File: src/rtl/fft_mag_unload.sv
// FFT result unload: walks bins 0..N/2-1 of the result RAM and
// streams squared magnitudes re^2+im^2 over valid/ready.
module fft_mag_unload #(
  parameter int width = 16,
  parameter int N_2   = 5
) (
  input  logic               clk,
  input  logic               nreset,
  input  logic               done,
  output logic [N_2-1:0]     rdadr,
  input  logic [2*width-1:0] rd,
  output logic [2*width-1:0] out_data,
  output logic [N_2-2:0]     out_bin,
  output logic               out_valid,
  input  logic               out_ready,
  output logic               out_last,
  output logic               busy,
  output logic               overrun
);

  localparam int W2 = 2 * width;
  localparam logic [N_2-1:0] LAST_ADR = N_2'((2 ** (N_2 - 1)) - 1);
  localparam logic [N_2-2:0] LAST_BIN = '1;
  localparam logic [N_2-1:0] ONE      = N_2'(1);

  localparam logic [1:0] IDLE  = 2'd0;
  localparam logic [1:0] RUN   = 2'd1;
  localparam logic [1:0] DRAIN = 2'd2;

  logic [1:0]       state_q, state_d;
  logic             done_q, done_d;
  logic             armed_q, armed_d;
  logic             overrun_q, overrun_d;
  logic [N_2-1:0]   rdadr_q, rdadr_d;

  logic             s0_valid_q, s0_valid_d;
  logic [width-1:0] s0_re_q, s0_re_d;
  logic [width-1:0] s0_im_q, s0_im_d;
  logic [N_2-2:0]   s0_bin_q, s0_bin_d;

  logic             s1_valid_q, s1_valid_d;
  logic [W2-1:0]    sq_re_q, sq_re_d;
  logic [W2-1:0]    sq_im_q, sq_im_d;
  logic [N_2-2:0]   s1_bin_q, s1_bin_d;

  logic             out_valid_q, out_valid_d;
  logic [W2-1:0]    out_data_q, out_data_d;
  logic [N_2-2:0]   out_bin_q, out_bin_d;
  logic             out_last_q, out_last_d;

  logic adv;
  logic start;
  logic signed [W2-1:0] re_x;
  logic signed [W2-1:0] im_x;

  // armed blocks a start from a done level already high out of reset
  always_comb begin
    adv   = ~out_valid_q | out_ready;
    start = done & ~done_q & armed_q;
    re_x  = {{width{s0_re_q[width-1]}}, s0_re_q};
    im_x  = {{width{s0_im_q[width-1]}}, s0_im_q};

    state_d     = state_q;
    done_d      = done;
    armed_d     = armed_q | ~done;
    overrun_d   = overrun_q | (start & (state_q != IDLE));
    rdadr_d     = rdadr_q;
    s0_valid_d  = s0_valid_q;
    s0_re_d     = s0_re_q;
    s0_im_d     = s0_im_q;
    s0_bin_d    = s0_bin_q;
    s1_valid_d  = s1_valid_q;
    sq_re_d     = sq_re_q;
    sq_im_d     = sq_im_q;
    s1_bin_d    = s1_bin_q;
    out_valid_d = out_valid_q;
    out_data_d  = out_data_q;
    out_bin_d   = out_bin_q;
    out_last_d  = out_last_q;

    unique case (1'b1)
      (state_q == IDLE): begin
        if (start) begin
          state_d = RUN;
          rdadr_d = '0;
        end
      end
      (state_q == RUN): begin
        if (adv) begin
          rdadr_d = rdadr_q + ONE;
          if (rdadr_q == LAST_ADR) state_d = DRAIN;
        end
      end
      (state_q == DRAIN): begin
        if (out_valid_q & out_ready & out_last_q) state_d = IDLE;
      end
      default: state_d = IDLE;
    endcase

    if (adv) begin
      s0_valid_d  = (state_q == RUN);
      s0_re_d     = rd[W2-1:width];
      s0_im_d     = rd[width-1:0];
      s0_bin_d    = rdadr_q[N_2-2:0];
      s1_valid_d  = s0_valid_q;
      sq_re_d     = re_x * re_x;
      sq_im_d     = im_x * im_x;
      s1_bin_d    = s0_bin_q;
      out_valid_d = s1_valid_q;
      out_data_d  = sq_re_q + sq_im_q;
      out_bin_d   = s1_bin_q;
      out_last_d  = s1_valid_q & (s1_bin_q == LAST_BIN);
    end
  end

  // state, read address and pipeline registers
  always_ff @(posedge clk or negedge nreset) begin
    if (!nreset) begin
      state_q     <= IDLE;
      done_q      <= 1'b0;
      armed_q     <= 1'b0;
      overrun_q   <= 1'b0;
      rdadr_q     <= '0;
      s0_valid_q  <= 1'b0;
      s0_re_q     <= '0;
      s0_im_q     <= '0;
      s0_bin_q    <= '0;
      s1_valid_q  <= 1'b0;
      sq_re_q     <= '0;
      sq_im_q     <= '0;
      s1_bin_q    <= '0;
      out_valid_q <= 1'b0;
      out_data_q  <= '0;
      out_bin_q   <= '0;
      out_last_q  <= 1'b0;
    end else begin
      state_q     <= state_d;
      done_q      <= done_d;
      armed_q     <= armed_d;
      overrun_q   <= overrun_d;
      rdadr_q     <= rdadr_d;
      s0_valid_q  <= s0_valid_d;
      s0_re_q     <= s0_re_d;
      s0_im_q     <= s0_im_d;
      s0_bin_q    <= s0_bin_d;
      s1_valid_q  <= s1_valid_d;
      sq_re_q     <= sq_re_d;
      sq_im_q     <= sq_im_d;
      s1_bin_q    <= s1_bin_d;
      out_valid_q <= out_valid_d;
      out_data_q  <= out_data_d;
      out_bin_q   <= out_bin_d;
      out_last_q  <= out_last_d;
    end
  end

  assign rdadr     = rdadr_q;
  assign out_data  = out_data_q;
  assign out_bin   = out_bin_q;
  assign out_valid = out_valid_q;
  assign out_last  = out_last_q;
  assign busy      = (state_q != IDLE);
  assign overrun   = overrun_q;

endmodule

File: config.mk
export PLATFORM = sky130hd
export DESIGN_NAME = fft_mag_unload
export DESIGN_NICKNAME = d
export VERILOG_FILES = /design/src/rtl/fft_mag_unload.sv
export SDC_FILE = /design/constraint.sdc
export NUM_CORES = 2
export LEC_CHECK = 0
export CAP_MARGIN = 20
export CORE_AREA = 4 4 201 203
export DETAILED_ROUTE_END_ITERATION = 10
export DIE_AREA = 0 0 205 207
export PLACE_DENSITY = 0.92
export SLEW_MARGIN = 20
export SYNTH_ARGS = -nofsm -noshare
export SYNTH_HDL_FRONTEND = slang
export SYNTH_SLANG_ARGS = --single-unit
export TNS_END_PERCENT = 30
File: constraint.sdc
create_clock -name clk -period 8.4 [get_ports clk]
set_input_delay 2.52 -clock clk [delete_from_list [all_inputs] [get_ports clk]]
set_output_delay 2.52 -clock clk [all_outputs]
set_load 0.005 [all_outputs]
# ---- Word-level counts from Yosys, hierarchy flattened
# Index checks and enable logic that the tools add are counted.
dict set report totals {
  output_inout_bits 45
  wordCells 54
  inputBits 36
  ff_bits 154
}
dict set report classes {
  reduce_logical 5
  n_eq_ne 8
  addsub 2
  n_mux 8
  n_bitwise 12
  multipliers 2
}
# operator n
set op_table {}
lappend op_table {{16-bit by 16-bit multiplier with 32-bit output} 2}
lappend op_table {{32-bit adder} 1}
lappend op_table {{5-bit two-way mux} 2}
lappend op_table {{5-bit one-hot mux with 2 select lines} 1}
lappend op_table {{2-bit two-way mux} 4}
lappend op_table {{1-bit bitwise AND} 6}
lappend op_table {{2-bit one-hot mux with 3 select lines} 1}
lappend op_table {{5-bit by 1-bit adder with 5-bit output, second input constant} 1}
lappend op_table {{5-bit by 4-bit equality test with 1-bit output, second input constant} 1}
lappend op_table {{4-bit equality test, second input constant} 1}
lappend op_table {{2-bit by 1-bit != test with 1-bit output, second input constant} 2}
lappend op_table {{2-bit != test, second input constant} 2}
lappend op_table {{4-bit AND reduction} 1}
lappend op_table {{2-bit nonzero test} 2}
lappend op_table {{1-bit NOT} 3}
lappend op_table {{1-bit bitwise OR} 3}
lappend op_table {{3-bit AND reduction} 1}
lappend op_table {{2-bit by 1-bit equality test with 1-bit output, second input constant} 1}
lappend op_table {{2-bit equality test, second input constant} 1}
lappend op_table {{2-bit logical NOT} 1}

# ---- Logic depth before layout (Yosys ltp)
dict set report logic_depth {
  ltp_word 5
  mapped_depth 25
  mapped_depth_nobuf 24
}

# ---- Worst setup path before layout
# Ideal clock, no wire load.
dict set report synth_timing {
  path_type {reg-to-reg}
  from {register s0_re_q[15]}
  to {register sq_re_q[23]}
  required_time_ps 8270
  arrival_ps 6087
  slack_ps 2183
  synth_period_minus_slack_ps 6217
  path_buffers 1
  setup_ps 130
  path_stages_with_launch 22
  cell_sequence {dfrtp_1 > inv_1 > clkbuf_1 > nor2_1 > fa_1 > inv_1 > fa_1 > fa_1 > fa_1 > fa_1 > fa_1 > inv_1 > ha_1 > a21o_1 > nand2_1 > nand2b_1 > a31o_2 > or3_1 > a21o_1 > a21oi_1 > xor2_1 > o21ai_1}
}
dict set report synth_between {
  elab_chain_cells 1
}
# item line
set synth_rtl {}
lappend synth_rtl {{start, declared} 37} ;# logic [width-1:0] s0_re_q, s0_re_d;
lappend synth_rtl {{start signal, assigned} 143} ;# s0_re_q <= s0_re_d;
lappend synth_rtl {{16-bit by 16-bit multiplier with 32-bit output} 106} ;# sq_re_d = re_x * re_x;
lappend synth_rtl {{end signal, assigned} 147} ;# sq_re_q <= sq_re_d;
lappend synth_rtl {{end, declared} 42} ;# logic [W2-1:0] sq_re_q, sq_re_d;
# No other way between the ends.
# A chain may end at the register's enable or synchronous reset.

# ---- Final worst setup path
dict set report layout_timing {
  from {register s0_re_q[15]}
  to {register sq_re_q[31]}
}
# The elaborated chain is that of the path after synthesis.

==> flow_summary.json <==
{
  "status": "completed",
  "multi_input_area_um2": 18060,
  "hpwl_um": 44840,
  "holdWs_ns": 0.4745,
  "post-place-ws_ns": 1.113,
  "cp_cell_sequence": "inv_1 -> nor2_1 -> fa_1 -> fa_1 -> fa_1 -> fa_1 -> fa_1 -> inv_1 -> fa_1 -> inv_1 -> ha_1 -> a21oi_1 -> o21bai_1 -> a21oi_1 -> o221ai_1 -> o211ai_1 -> o211ai_1 -> a31oi_1 -> xnor2_1 -> o21ai_1",
  "synth_seq_area_share_pct": 15.48,
  "layout-drive-gt1-share_pct": 2.332,
  "setup_viol": 0,
  "area_delta_synth_final_pct": 7.211,
  "yosys.area.top_type": "fa_1",
  "netlist_instances": 2664,
  "drt_iter0_drc": 1349,
  "grt_max_degree": 100,
  "dpl_cell_area_um2": 25770,
  "fin_crit_ns": 7.458,
  "ys_ff_latch": 152,
  "tightest_slew_ns": 1.051,
  "clock_latency_ns": 0.46,
  "setup_ws_ns": 0.9421,
  "post_cts_resized": 0,
  "regArea_um2": 3804,
  "critPathSlowestCell": "fa_1",
  "die_area_um2": 42440,
  "rows": 72,
  "totalNegativeSetupSlack_ns": 0,
  "coreArea_um2": 38470,
  "slew_violations": 0,
  "postSynth.asyncResetShare_pct": 100.0,
  "routed_wirelength_um": 57170,
  "skew_ns": 0.01555,
  "fmax_mhz": 134.1,
  "period_share_pct": 88.78,
  "synthFlopType": "dfrtp_1",
  "avgSynthCellArea_um2": 9.223,
  "drc": 0,
  "gp_congestion": 0.9531,
  "finalHoldViolCount": 0,
  "grt_pass1_vias": 20620,
  "ioPinCount": 81,
  "post_cts_buffers": 0,
  "rsz0062_at_grt": "no",
  "max_stage_delay_ns": 0.88,
  "synth_cell_types": 60,
  "final_cell_area_um2": 26340,
  "grt_pass1_wl_um": 96670,
  "ys_warn_count": 0,
  "synthesis.area_um2": 24570,
  "n_antenna_cell": 0,
  "cts_tree": "built",
  "ant_nets": 0,
  "worstSetupPathType": "reg2reg",
  "nets": 3405,
  "die_x_um": 205,
  "crit_fanout": 17,
  "numClockSinks": 152,
  "worstReg2RegStart": "s0_re_q[15]$_DFFE_PN0P_",
  "overflow": 0,
  "final.fill_count": 2741,
  "critPathLaunchType": "flop",
  "synth_top_area_share_pct": 38.38,
  "synth_fp_nets": 3381,
  "viasPerCell": 5.710,
  "ctsRootBufferMaster": "clkbuf_16",
  "max-slew-margin-rel_pct": 29.91,
  "synth_commonest_cells": "644 x inv_1, 471 x fa_1, 346 x nand2_1, 210 x ha_1, 152 x dfrtp_1",
  "chipHeight_um": 207,
  "startpoint": "s0_re_q[15]$_DFFE_PN0P_",
  "numPortBuffers": 80,
  "critPathCaptureType": "flop",
  "hold_start": "out_bin[0]$_DFFE_PN0P_",
  "maxCapViolations": 0,
  "crit_top_cell": "fa_1",
  "cts_hold_buf": 0,
  "required_ns": 8.71,
  "crit_arrival_ns": 7.77,
  "h-tree-depth": 4,
  "wire_per_inst_um": 17.76,
  "synth_edf_count": 0,
  "gr-usage-all-layers_pct": 28.09,
  "vias": 18380,
  "hold_path.class": "reg2reg",
  "start_util_pct": 63.87,
  "drt_pass1_iterations": 7,
  "synth.most_common_cell": "inv_1",
  "antenna_found_initial": 0,
  "numCtsBuffers": 17,
  "synth_area_leaders": "fa_1 38%, dfrtp_1 15%, ha_1 11%",
  "cts.path.max_buffers": 2,
  "path_clk_slew_ns": 0.07
}
## path summary, 6_finish.rpt
kind	end	slack, ns	depth (start not counted)
max	sq_re_q[31]$_DFFE_PN0P_	0.94	20
min	out_bin[0]$_DFFE_PN0P_	0.47	2
max reg2reg	sq_re_q[31]$_DFFE_PN0P_	0.94	20
min reg2reg	out_bin[0]$_DFFE_PN0P_	0.47	2
max in group asynchronous	out_data[3]$_DFFE_PN0P_	5.08	2
min in group asynchronous	overrun$_DFF_PN0_	2.08	1
## metal layers
metal / GRT usage (%) / part of all wire [%] / up-vias / wire [µm]
met5: 0 / 0 / - / 0
met4: 14.44 / 5.6 / 0 / 3188
met3: 5.959 / 7.1 / 258 / 4085
met2: 47.66 / 52 / 792 / 29520
met1: 33.86 / 36 / 9228 / 20380
li1: - / - / 8101 / -
## layout make-up
cell class / count / area share (%)
tap: 518 / 2.460
clock inverter: 14 / 0.4940
inverter: 647 / 9.220
timing repair buffer: 84 / 3.173
sequential: 152 / 14.44
multi-input combinational: 1786 / 68.55
clock buffer: 18 / 1.667
## through the flow
step | instances | util (%)
after CTS | 3219 | 68.47
after global routing | 3219 | 68.48
after global placement | 3187 | 66.99
after detailed placement | 3187 | 66.99
final | 3219 | 68.48
after floorplan | 2664 | -
## kinds of logic (layout without fill, tap and decap cells)
kind of cell / Yosys count / count (layout) / synth area share, %
AOI/OAI and AO/OA: 335 / 335 / 8.510
xor gates and xnor gates: 103 / 103 / 3.672
adders and majority gates: 681 / 681 / 49.07
buffers and inverters: 726 / 763 / 11.09
DFF: 152 / 152 / 15.48
muxes: 9 / 9 / 0.3819
and+or+nand+nor: 658 / 658 / 11.79
## layout by cell type (no fill, tap or decap), types with 15 or more instances in the layout
| cell type | n |
|---|---|
| a21o_1 | 41 |
| a21oi_1 | 100 |
| and2_1 | 75 |
| clkbuf_16 | 17 |
| clkdlybuf4s50_1 | 79 |
| dfrtp_1 | 152 |
| fa_1 | 471 |
| ha_1 | 210 |
| inv_1 | 644 |
| nand2_1 | 346 |
| nand2b_1 | 17 |
| nand3_1 | 16 |
| nor2_1 | 135 |
| o21a_1 | 15 |
| o21ai_0 | 62 |
| o21ai_1 | 29 |
| xnor2_1 | 74 |
| xor2_1 | 29 |
## state kept, by name, summed over array words and instances (netlist names)
signal / count
out_last: 1
overrun: 1
state_q: 2
armed_q: 1
s0_bin_q: 4
out_valid: 1
sq_re_q: 31
s0_im_q: 16
sq_im_q: 31
s1_valid_q: 1
done_q: 1
rdadr: 5
out_data: 32
s0_re_q: 16
out_bin: 4
s1_bin_q: 4
s0_valid_q: 1
## critical path, delay by kind of cell (launching register included)
family	cells	cell delay, ns
DFF	1	0.76
xor gates and xnor gates	1	0.14
AOI/OAI and AO/OA	8	1.58
and+or+nand+nor	1	0.39
adders and majority gates	7	3.84
buffers and inverters	3	0.61
Power is not shown: default switching activity piles up to over one toggle a cycle in this logic, so the estimate is an artifact.
